### src/rtl/cacheline_adaptor.sv
// cacheline_adaptor: turns one 256-bit line request from the cache arbiter
// into a 4-beat, 64-bit burst on the physical-memory port.
// On a read it gathers the beats into one line; on a write it sends the
// line out one beat at a time. Each line request ends with a one-cycle
// line_resp pulse.
// Optional build macro: CACHELINE_ADAPTOR_PROTO_CHECK_EN adds a sticky
// proto_err output that flags protocol violations.
//
// state | meaning
// IDLE  | waiting; samples line_read / line_write
// RD    | burst read in progress; one beat stored per burst_resp
// WR    | burst write in progress; one beat sent per burst_resp
// DONE  | line_resp pulse; beat count cleared
module cacheline_adaptor #(
  parameter int BEATS  = 4,
  parameter int BEAT_W = 64
) (
  input  logic                      clk,
  input  logic                      rst,
  input  logic                      line_read,
  input  logic                      line_write,
  input  logic [31:0]               line_addr,
  input  logic [BEATS*BEAT_W-1:0]   line_wdata,
  output logic [BEATS*BEAT_W-1:0]   line_rdata,
  output logic                      line_resp,
  output logic                      burst_read,
  output logic                      burst_write,
  output logic [31:0]               burst_addr,
  output logic [BEAT_W-1:0]         burst_wdata,
  input  logic [BEAT_W-1:0]         burst_rdata,
  input  logic                      burst_resp
`ifdef CACHELINE_ADAPTOR_PROTO_CHECK_EN
  ,
  output logic                      proto_err
`endif
);

  localparam int CNT_W = (BEATS > 1) ? $clog2(BEATS) : 1;
  localparam int OFF_W = $clog2(BEATS * BEAT_W / 8);
  localparam logic [CNT_W-1:0] LAST = CNT_W'(BEATS - 1);

  typedef enum logic [1:0] {IDLE, RD, WR, DONE} state_t;

  state_t             state, state_n;
  logic [CNT_W-1:0]   count;
  logic [31:0]        addr_q;
  logic [BEAT_W-1:0]  wbuf [BEATS];
  logic [BEAT_W-1:0]  rbuf [BEATS];

  // The byte offset inside a line has no meaning on the burst port.
  logic unused_addr_bits;
  assign unused_addr_bits = ^line_addr[OFF_W-1:0];

  // State register
  always_ff @(posedge clk) begin
    if (rst) state <= IDLE;
    else     state <= state_n;
  end

  // Next-state decode; a read wins when both requests are high
  always_comb begin
    state_n = state;
    unique case (state)
      IDLE: begin
        if (line_read)       state_n = RD;
        else if (line_write) state_n = WR;
      end
      RD:      if (burst_resp && count == LAST) state_n = DONE;
      WR:      if (burst_resp && count == LAST) state_n = DONE;
      DONE:    state_n = IDLE;
      default: state_n = IDLE;
    endcase
  end

  // Address/data latching, beat counting and read-line capture
  always_ff @(posedge clk) begin
    if (rst) begin
      count  <= '0;
      addr_q <= '0;
      for (int i = 0; i < BEATS; i++) begin
        wbuf[i] <= '0;
        rbuf[i] <= '0;
      end
    end else begin
      unique case (state)
        IDLE: begin
          if (line_read || line_write)
            addr_q <= {line_addr[31:OFF_W], {OFF_W{1'b0}}};
          if (!line_read && line_write)
            for (int i = 0; i < BEATS; i++)
              wbuf[i] <= line_wdata[i*BEAT_W +: BEAT_W];
        end
        RD: begin
          if (burst_resp) begin
            rbuf[count] <= burst_rdata;
            count       <= count + 1'b1;
          end
        end
        WR:      if (burst_resp) count <= count + 1'b1;
        DONE:    count <= '0;
        default: count <= '0;
      endcase
    end
  end

  // Moore outputs decoded from the registered state only
  assign burst_read  = (state == RD);
  assign burst_write = (state == WR);
  assign line_resp   = (state == DONE);
  assign burst_addr  = addr_q;
  assign burst_wdata = (state == WR) ? wbuf[count] : '0;

  // Word 0 of the line sits in the low bits
  always_comb begin
    line_rdata = '0;
    for (int i = 0; i < BEATS; i++)
      line_rdata[i*BEAT_W +: BEAT_W] = rbuf[i];
  end

`ifdef CACHELINE_ADAPTOR_PROTO_CHECK_EN
  // Sticky flag for double requests, stray beats and requests dropped mid-burst
  always_ff @(posedge clk) begin
    if (rst) begin
      proto_err <= 1'b0;
    end else if ((state == IDLE && line_read && line_write) ||
                 ((state == IDLE || state == DONE) && burst_resp) ||
                 (state == RD && !line_read) ||
                 (state == WR && !line_write)) begin
      proto_err <= 1'b1;
    end
  end
`else
  // Without the checker these conditions are handled silently by the FSM.
`endif

endmodule

### config.mk
export PLATFORM = sky130hd
export DESIGN_NAME = cacheline_adaptor
export DESIGN_NICKNAME = d
export VERILOG_FILES = /design/src/rtl/cacheline_adaptor.sv
export SDC_FILE = /design/constraint.sdc
export NUM_CORES = 1
export LEC_CHECK = 0
export BUFFER_PORTS_ARGS = -buffer_cell sky130_fd_sc_hd__buf_2
export CAP_MARGIN = 40
export CORE_AREA = 2 2 275 277
export DETAILED_ROUTE_END_ITERATION = 8
export DIE_AREA = 0 0 277 279
export GPL_TIMING_DRIVEN = 0
export SYNTH_ARGS = -nofsm -noshare
export SYNTH_HDL_FRONTEND = slang
export SYNTH_SLANG_ARGS = --single-unit
### constraint.sdc
create_clock -name clk -period 21.2 [get_ports clk]
set_input_delay 2.12 -clock clk [delete_from_list [all_inputs] [get_ports clk]]
set_output_delay 2.12 -clock clk [all_outputs]
set_load 0.05 [all_outputs]
==> out/summary.json, run 1 <==
{
  "antenna_found_initial": 23,
  "relSlewSlack_pct": 41.1,
  "first_iter_violations": 984,
  "post_synthesis_share_of_cell_area_spent_on_full_adders_half_adders_and_majority_gates_pct": 0.279,
  "initial_core_util_pct": 30.3,
  "min_path_type": "flop to flop",
  "p_int_mw": 2.12,
  "clkLatencyLatePin_ps": 610,
  "grt_first_pass_wirelength_um": 103000,
  "grt_setup_unrepaired": "false",
  "fp.dieArea_mm2": 0.0773,
  "switching_share_pct": 30.6,
  "slowest_cell_on_crit_path": "sky130_fd_sc_hd__clkbuf_1",
  "final_antenna_net_count": 0,
  "number_of_warnings_issued_by_yosys": 0,
  "netlist_top_cells_area": "sky130_fd_sc_hd__edfxtp_1, sky130_fd_sc_hd__and2_1, sky130_fd_sc_hd__mux4_1",
  "drc": 0,
  "final-setup-viol-count": 0,
  "final.period_utilization_pct": 25.2,
  "sequentialPowerShare_pct": 44.4,
  "synth-seq-area-share_pct": 71.4,
  "worst-r2r-setup-slack_ps": 18160,
  "worst-endpoint-required_ps": 19080,
  "outcome": "completed",
  "path_cells": "inv_1 > ha_1 > clkdlybuf4s25_2 > clkbuf_1 > and2_1 > buf_2",
  "route.final.wire_length_um": 71600,
  "place.detailed.hpwl_um": 53600,
  "cts-resized-gates": 0,
  "number_of_optimization_iterations_in_the_first_detailed_route_pass": 7,
  "synth.largest_area_cell": "sky130_fd_sc_hd__edfxtp_1",
  "clock_tree.buffer_depth": 3,
  "place.port_buffers": 700,
  "power.static_leakage_nw": 12.6,
  "drv_cap": 0,
  "worst_setup_path_start_kind": "flop",
  "finalClockSkew_ps": 21.2,
  "holdWs_ps": 454,
  "clock_tree.htree_level_count": 2,
  "clk_pin_slew_ps": 60,
  "chipHeight_um": 279,
  "nets": 2536,
  "synth_top_family_by_area": "simple AND/OR/NAND/NOR gates",
  "cts.root.buffer_cell": "sky130_fd_sc_hd__clkbuf_16",
  "cp-end-kind": "output pin",
  "switching_power_mw": 0.931,
  "i_o_pins": 712,
  "synth.distinct_cells": 39,
  "cp_slowest_stage_delay_ps": 690,
  "cts_num_sinks": 545,
  "syn-instance-count": 1396,
  "grt_pass1_vias": 15700,
  "grt.overflow.total": 0,
  "final.setup.tns_ps": 0,
  "yosys.area_share.simple_pct": 17.6,
  "critical_path.n_buffers_inverters": 4,
  "synthToLayoutAreaGrowth_pct": 30.9,
  "synthMuxAreaShare_pct": 7.28,
  "share_of_total_power_in_combinational_logic_pct": 22.6,
  "power_per_cell_area_mw_per_mm2": 104,
  "core_mm2": 0.0741,
  "cts.hold.buffers_added": 0,
  "cts_setup_buffers": 0,
  "top_fanout_value_on_the_critical_path": 10,
  "power_frac_clock_pct": 32.9,
  "finalWeightedCongestion": 0.877,
  "commonest_non_fill_non_tap_cell_in_the_layout": "sky130_fd_sc_hd__buf_2",
  "post_synth.cell_area_avg_um2": 16.1,
  "critical_path_class": "flop to output pin",
  "synth-xor-area-share_pct": 0,
  "ys_seq_elements": 545,
  "synth_top_area_share_pct": 68.5,
  "layout.cells.most_common_list": "sky130_fd_sc_hd__buf_2, sky130_fd_sc_hd__and2_1, sky130_fd_sc_hd__edfxtp_1",
  "die-width_um": 277,
  "synth_area_mm2": 0.0225,
  "cts-buffers-inserted": 60,
  "cp_data_arrival_time_ps": 3230,
  "maximum_vdd_ir_drop_mv": 0.0673,
  "period_minus_slack_ps": 5350,
  "post_drt_via_cell_ratio": 4.59,
  "grt_max_degree": 66,
  "post_dr_wirelength_cell_um": 22.4,
  "cts_tree": "built",
  "max_slew.worst_pin.slew_ps": 884,
  "timing.final.max_slew_violations": 0,
  "maxClockFrequency_ghz": 0.187,
  "critPathTopFamily": "buffers and inverters",
  "drive_gt1_share_pct": 39.7,
  "rows": 100,
  "finalHoldViolations": 0,
  "dr_total_vias": 14700,
  "groute.usage.overall_pct": 17.9,
  "synth-compound-area-share_pct": 0.981
}
## logic make-up (layout without fill, tap and decap cells)
logic type,count (synthesis),in the layout
buffers and inverters,92,912
DFF,545,545
adders and majority gates,5,5
other,1,14
AOI/OAI and AO/OA,39,39
muxes,66,66
and+or+nand+nor,648,648
## metrics by stage
step / setup slack (ps) / total power, mW / instance area [µm²] / instances / util [%]
after global routing: 15750 / 3.16 / 29400 / 3195 / 39.7
after global placement: 10800 / 2.07 / 27200 / 3069 / 36.7
final: 15850 / 3.05 / 29400 / 3198 / 39.7
after detailed placement: 16430 / 2.07 / 27500 / 3081 / 37.1
after floorplan: 13070 / 1.86 / 22500 / 1400 / -
after CTS: 15810 / 3.08 / 29400 / 3189 / 39.6
## cells in the mapped netlist, drive strengths merged
cell	instances
a21bo	1
a21o	1
a21oi	32
a311oi	1
a41o	1
and2	576
and3b	1
buf	27
clkbuf	62
clkdlybuf4s25	1
conb	1
dfxtp	33
edfxtp	512
ha	5
inv	2
mux2i	2
mux4	64
nand2	56
nand2b	1
nand3	1
nand3b	1
nand4b	1
nor2	3
nor2b	1
nor3	2
nor3b	1
nor4bb	1
o21a	1
o21ai	1
o21bai	1
or2	2
or3b	1
## worst min-delay path: stages (launching register included)
cell	delay (ps)
sky130_fd_sc_hd__dfxtp_1	310
sky130_fd_sc_hd__nand2_1	50
sky130_fd_sc_hd__a21oi_1	50
## power groups by stage
stage / combinational, mW / sequential, mW / clock, mW
final: 0.690 / 1.35 / 1.00
after global routing: 0.727 / 1.37 / 1.07
after CTS: 0.698 / 1.36 / 1.03
after detailed placement: 0.697 / 1.38 / 0
after global placement: 0.677 / 1.39 / 0
after floorplan: 0.313 / 1.54 / 0
## metal layers
layer | GRT usage (%) | vias to the layer above | routed length (µm)
li1 | - | 6559 | -
met1 | 19.7 | 7218 | 26300
met2 | 31.1 | 732 | 35100
met3 | 7.25 | 152 | 7430
met4 | 6.86 | 22 | 2680
met5 | 0 | - | 149
## registers in the layout, indices dropped and copies added, names as in the netlist, named ones only
signal      cells
burst_addr     27
count           2
rbuf          256
wbuf          256
state           2
## area by class of cell
| cell class | instances | area [µm²] |
|---|---|---|
| repair buffers | 712 | 3780 |
| inverters | 2 | 7.51 |
| clock buffers | 85 | 1680 |
| plain buffers | 90 | 552 |
| well taps | 969 | 1210 |
| flip-flops and latches | 545 | 16000 |
| multi-input cells | 763 | 5910 |
| fillers | 7008 | 44700 |
| diodes | 9 | 22.5 |
| clock inverters | 23 | 188 |
## final timing paths
check | startpoint | depth (start not counted) | endpoint
min reg2reg | burst_addr[24] | 2 | burst_addr[24]
min | burst_addr[24] | 2 | burst_addr[24]
max reg2reg | state[1] | 7 | wbuf[0][28]
max | state[0] | 6 | burst_wdata[14]
No activity file was read; power rests on OpenSTA's default activity.
==> inputs of run 2 (changes only) <==
==> constraint.sdc (replaced) <==
create_clock -name clk -period 4.84 [get_ports clk]
set_input_delay 0.484 -clock clk [delete_from_list [all_inputs] [get_ports clk]]
set_output_delay 0.484 -clock clk [all_outputs]
set_load 0.05 [all_outputs]
==> run 2 against run 1 <==
Clock-buffer cell count down 2. Clock skew down 8.3 ps. Non-clock buffer count down 2. Clock power rose to 4.4 times the previous value. Sequential share of layout area up 0.081 points. Worst setup slack worse by 14000 ps. Largest cell class unchanged. Largest power group unchanged.
==> out/summary.json, run 2 (synthesis gave the netlist of run 1 again) <==
{
  "area_occupied_by_registers_mm2": 0.0160,
  "synthToLayoutAreaGrowth_pct": 30.7,
  "place.port_buffers": 700,
  "worst-r2r-setup-slack_ps": 1650,
  "grt.overflow.total": 0,
  "fp.dieArea_mm2": 0.0773,
  "critical_path.startpoint": "state[0]",
  "finalWeightedCongestion": 0.869,
  "placed_area_mm2": 0.0275,
  "clk_pin_slew_ps": 60,
  "cp-end-kind": "output pin",
  "max_slew.worst_pin.slew_ps": 898,
  "final_worst_setup_slack_ps": 1420,
  "holdWs_ps": 117,
  "final_antenna_net_count": 0,
  "place.detailed.hpwl_um": 52100,
  "grt_setup_unrepaired": "false",
  "cts_setup_buffers": 0,
  "grt_pass1_vias": 15500,
  "combined_area_of_the_multi_input_logic_cells_mm2": 0.00591,
  "timing.final.max_slew_violations": 0,
  "post_dr_wirelength_cell_um": 21.9,
  "cp_data_arrival_time_ps": 2930,
  "crit_end": "burst_wdata[16]",
  "grt_max_degree": 74,
  "power.static_leakage_nw": 12.6,
  "clkLatencyLatePin_ps": 610,
  "drive_gt1_share_pct": 39.7,
  "worst_setup_path_start_kind": "flop",
  "relSlewSlack_pct": 40.1,
  "worst-endpoint-required_ps": 4360,
  "top_fanout_value_on_the_critical_path": 10,
  "worst_r2r_path_depth": 7,
  "clock_tree.buffer_depth": 3,
  "period_minus_slack_ps": 3420,
  "commonest_non_fill_non_tap_cell_in_the_layout": "sky130_fd_sc_hd__buf_2",
  "dr_total_vias": 14600,
  "cts_tree": "built",
  "cts-buffers-inserted": 60,
  "route.final.wire_length_um": 70200,
  "min_path_type": "input port to flop",
  "die-width_um": 277,
  "cts.root.buffer_cell": "sky130_fd_sc_hd__clkbuf_16",
  "critical_path_class": "flop to output pin",
  "finalClockSkew_ps": 12.9,
  "power_per_cell_area_mw_per_mm2": 454,
  "first_iter_violations": 891,
  "cts-resized-gates": 0,
  "drc": 0,
  "i_o_pins": 712,
  "maxClockFrequency_ghz": 0.293,
  "cts.hold.buffers_added": 0,
  "post_drt_via_cell_ratio": 4.57,
  "maximum_vdd_ir_drop_mv": 0.391,
  "layout.cells.most_common_list": "sky130_fd_sc_hd__buf_2, sky130_fd_sc_hd__and2_1, sky130_fd_sc_hd__edfxtp_1",
  "number_of_optimization_iterations_in_the_first_detailed_route_pass": 5,
  "drv_cap": 0,
  "final_cell_area_mm2": 0.0293,
  "grt_first_pass_wirelength_um": 101000,
  "fill_cells": 6992,
  "chipHeight_um": 279,
  "timing.rr.end": "wbuf[0][24]",
  "regToRegStartpoint": "state[0]",
  "final-setup-viol-count": 0,
  "outcome": "completed",
  "rows": 100,
  "core_mm2": 0.0741,
  "cts_num_sinks": 545,
  "finalHoldViolations": 0,
  "initial_core_util_pct": 30.3,
  "groute.usage.overall_pct": 17.6,
  "antenna_found_initial": 17,
  "pre_cts_slack_ps": 1570,
  "nets": 2534,
  "final.period_utilization_pct": 70.6,
  "clock_tree.htree_level_count": 2
}
-- run 2: final cells by class --
cell class | instances | share of cell area (%)
Multi-Input combinational cell | 763 | 20.2
Sequential cell | 545 | 54.6
Inverter | 2 | 0.0256
Clock inverter | 29 | 0.793
Clock buffer | 83 | 5.55
Tap cell | 969 | 4.13
Timing Repair Buffer | 710 | 12.8
Antenna cell | 7 | 0.0597
Buffer | 90 | 1.88
-- run 2: worst min path at each step --
| stage | start | to | slack [ps] | cells past startpoint |
|---|---|---|---|---|
| after floorplan | count[1] | flop | 500 | 2 |
| after global placement | burst_addr[14] | burst_addr[14] | 440 | 2 |
| after detailed placement | burst_addr[9] | burst_addr[9] | 450 | 2 |
| after CTS | line_addr[9] | burst_addr[9] | 60 | 3 |
| after global routing | line_addr[17] | burst_addr[17] | 80 | 3 |
| final | line_addr[9] | burst_addr[9] | 120 | 3 |
-- run 2: critical path, cell delays in order (launching register included) --
cell                              delay [ps]
sky130_fd_sc_hd__dfxtp_1                 340
sky130_fd_sc_hd__inv_1                    90
sky130_fd_sc_hd__ha_1                    320
sky130_fd_sc_hd__clkdlybuf4s25_2         520
sky130_fd_sc_hd__clkbuf_1                400
sky130_fd_sc_hd__and2_1                  320
sky130_fd_sc_hd__buf_2                   310
-- run 2: metrics by stage --
stage               total power [mW]  cells  util (%)  TNS, ps
finish                          13.3   3198      39.6        0
global route                    13.8   3195      39.6        0
CTS                             13.5   3191      39.6        0
detailed placement              9.04   3079      37.1        0
global placement                8.99   3069      36.7  -320020
floorplan                       8.10   1400         -        0
-- run 2: report_power, final --
part | internal (mW) | total (mW) | switching [mW]
combinational | 0.950 | 2.99 | 2.04
sequential | 5.76 | 5.93 | 0.166
clock | 2.51 | 4.41 | 1.90
-- run 2: per-layer routing --
metal  vias to the layer above  part of all wire [%]  global-route usage, %
met2                       681                    50                   30.8
met4                        22                   2.6                   5.14
met5                         -                  0.22                      0
met1                      7240                    37                   19.6
li1                       6554                     -                      -
met3                       125                    10                   7.19
==> inputs of run 3 (changes only) <==
--- a/config.mk
+++ b/config.mk
@@ -7,9 +7,9 @@
 export LEC_CHECK = 0
 export BUFFER_PORTS_ARGS = -buffer_cell sky130_fd_sc_hd__buf_2
 export CAP_MARGIN = 40
-export CORE_AREA = 2 2 275 277
+export CORE_AREA = 2 2 277 279
 export DETAILED_ROUTE_END_ITERATION = 8
-export DIE_AREA = 0 0 277 279
+export DIE_AREA = 0 0 279 281
 export GPL_TIMING_DRIVEN = 0
 export SYNTH_ARGS = -nofsm -noshare
 export SYNTH_HDL_FRONTEND = slang
==> constraint.sdc (replaced) <==
create_clock -name clk -period 3.5 [get_ports clk]
set_input_delay 0.35 -clock clk [delete_from_list [all_inputs] [get_ports clk]]
set_output_delay 0.35 -clock clk [all_outputs]
set_load 0.05 [all_outputs]
==> run 3 against run 2 <==
First-iteration DRC count decreased by 4.8%. Non-clock buffer count rose by 238. Sequential share of layout area shrank 4.2 points. Cell area is 8.3% higher. Sequential cell count unchanged. Clock-buffer cell count down 14. Critical path depth did not move. Clock skew increased by 4.4 ps. Register-to-register slack worse by 890 ps. Combinational power is 46% higher. Critical path type unchanged.
==> out/summary.json, run 3 (synthesis gave the netlist of run 1 again) <==
{
  "outcome": "completed",
  "power_frac_clock_pct": 33.0,
  "worst_setup_path_start_kind": "flop",
  "sequentialPowerShare_pct": 43.7,
  "grt_first_pass_wirelength_um": 105000,
  "finalWeightedCongestion": 0.851,
  "drc": 0,
  "rows": 101,
  "core_mm2": 0.0754,
  "hold-path-cell-count": 2,
  "cts_tree": "built",
  "final_antenna_net_count": 0,
  "fill_cells": 6889,
  "cts-buffers-inserted": 60,
  "cts_num_sinks": 545,
  "first_iter_violations": 848,
  "min_path_type": "input port to flop",
  "drv_cap": 0,
  "maximum_vdd_ir_drop_mv": 0.371,
  "chipHeight_um": 281,
  "cts_setup_buffers": 0,
  "power.static_leakage_nw": 13.6,
  "groute.usage.overall_pct": 17.8,
  "final-setup-viol-count": 0,
  "cp-end-kind": "output pin",
  "relSlewSlack_pct": 45.1,
  "place.detailed.hpwl_um": 52200,
  "i_o_pins": 712,
  "route.final.wire_length_um": 72300,
  "final_worst_setup_slack_ps": 253,
  "grt_setup_unrepaired": "false",
  "clk_pin_slew_ps": 60,
  "finalHoldViolations": 0,
  "nets": 2772,
  "clock_tree.htree_level_count": 2,
  "final.period_utilization_pct": 92.8,
  "layout.cells.most_common_list": "sky130_fd_sc_hd__buf_2, sky130_fd_sc_hd__and2_1, sky130_fd_sc_hd__edfxtp_1",
  "drive_gt1_share_pct": 36.0,
  "top_fanout_value_on_the_critical_path": 10,
  "worst-endpoint-required_ps": 3150,
  "p_total_mw": 18.8,
  "antenna_found_initial": 11,
  "cp_data_arrival_time_ps": 2900,
  "number_of_optimization_iterations_in_the_first_detailed_route_pass": 5,
  "power_per_cell_area_mw_per_mm2": 592,
  "commonest_non_fill_non_tap_cell_in_the_layout": "sky130_fd_sc_hd__buf_2",
  "grt_pass1_vias": 16700,
  "pre_cts_slack_ps": 753,
  "switching_share_pct": 30.6,
  "period_minus_slack_ps": 3250,
  "synthToLayoutAreaGrowth_pct": 41.5,
  "fin_util_pct": 42.1,
  "critical_path_class": "flop to output pin",
  "post_drt_via_cell_ratio": 4.55,
  "clock_tree.buffer_depth": 3,
  "switching_power_mw": 5.75,
  "max_slew.worst_pin.slew_ps": 823,
  "p_int_mw": 13.1,
  "cts.root.buffer_cell": "sky130_fd_sc_hd__clkbuf_16",
  "clkLatencyLatePin_ps": 620,
  "die-width_um": 279,
  "place.port_buffers": 700,
  "maxClockFrequency_ghz": 0.308,
  "share_of_total_power_in_combinational_logic_pct": 23.3,
  "timing.final.max_slew_violations": 0,
  "grt.overflow.total": 0,
  "holdWs_ps": 41.6,
  "fp.dieArea_mm2": 0.0784,
  "post_dr_wirelength_cell_um": 21.0,
  "grt_max_degree": 75,
  "worst_r2r_path_depth": 6,
  "finalClockSkew_ps": 17.3,
  "dr_total_vias": 15600,
  "initial_core_util_pct": 29.8
}
-- run 3: through the flow --
| step | instance area, µm² | cells | setup TNS, ps |
|---|---|---|---|
| floorplan | 22500 | 1400 | 0 |
| global placement | 27200 | 3078 | -107580 |
| detailed placement | 27500 | 3088 | 0 |
| CTS | 31800 | 3435 | 0 |
| global route | 31800 | 3439 | 0 |
| finish | 31800 | 3440 | 0 |
-- run 3: timing repair --
action / in CTS / in global routing
gates resized for setup: 0 / 0
endpoints found under the hold margin: 242 / 1
hold buffers: 237 / 1
-- run 3: power groups by stage --
| stage | Sequential [mW] | Combinational (mW) | Clock (mW) |
|---|---|---|---|
| 2_1_floorplan | 9.29 | 1.90 | 0 |
| 3_3_place_gp | 8.35 | 4.08 | 0 |
| 3_5_place_dp | 8.35 | 4.19 | 0 |
| 4_1_cts | 8.22 | 4.41 | 6.33 |
| 5_1_grt | 8.28 | 4.61 | 6.58 |
| 6_report | 8.22 | 4.38 | 6.22 |
-- run 3: final cells by class --
| class | instances | area [µm²] | area share, % |
|---|---|---|---|
| clock buffers | 69 | 1560 | 4.90 |
| well taps | 978 | 1220 | 3.85 |
| plain buffers | 90 | 552 | 1.74 |
| repair buffers | 948 | 6130 | 19.3 |
| clock inverters | 41 | 355 | 1.12 |
| inverters | 2 | 7.51 | 0.0236 |
| multi-input cells | 763 | 5910 | 18.6 |
| flip-flops and latches | 545 | 16000 | 50.5 |
| diodes | 4 | 10.0 | 0.0315 |
-- run 3: worst max-delay path, stage by stage, from the launching register on --
cell and delay, ps:
sky130_fd_sc_hd__dfxtp_1 330, sky130_fd_sc_hd__inv_1 90, sky130_fd_sc_hd__ha_1 290, sky130_fd_sc_hd__clkdlybuf4s25_2 480
sky130_fd_sc_hd__clkbuf_1 470, sky130_fd_sc_hd__and2_1 320, sky130_fd_sc_hd__buf_2 300
-- run 3: final timing paths --
| check | startpoint | to | slack [ps] |
|---|---|---|---|
| hold reg to reg | burst_addr[17] | burst_addr[17] | 450 |
| hold / removal | line_wdata[120] | wbuf[1][56] | 40 |
| setup reg to reg | state[1] | wbuf[1][54] | 760 |
| setup / recovery | state[0] | burst_wdata[19] | 250 |
-- run 3: layer usage --
metal / GRT usage [%] / part of all wire [%]
met1: 19.4 / 37
met2: 32.1 / 51
met3: 6.43 / 9.5
met4: 5.61 / 2.8
met5: 0 / 0.12
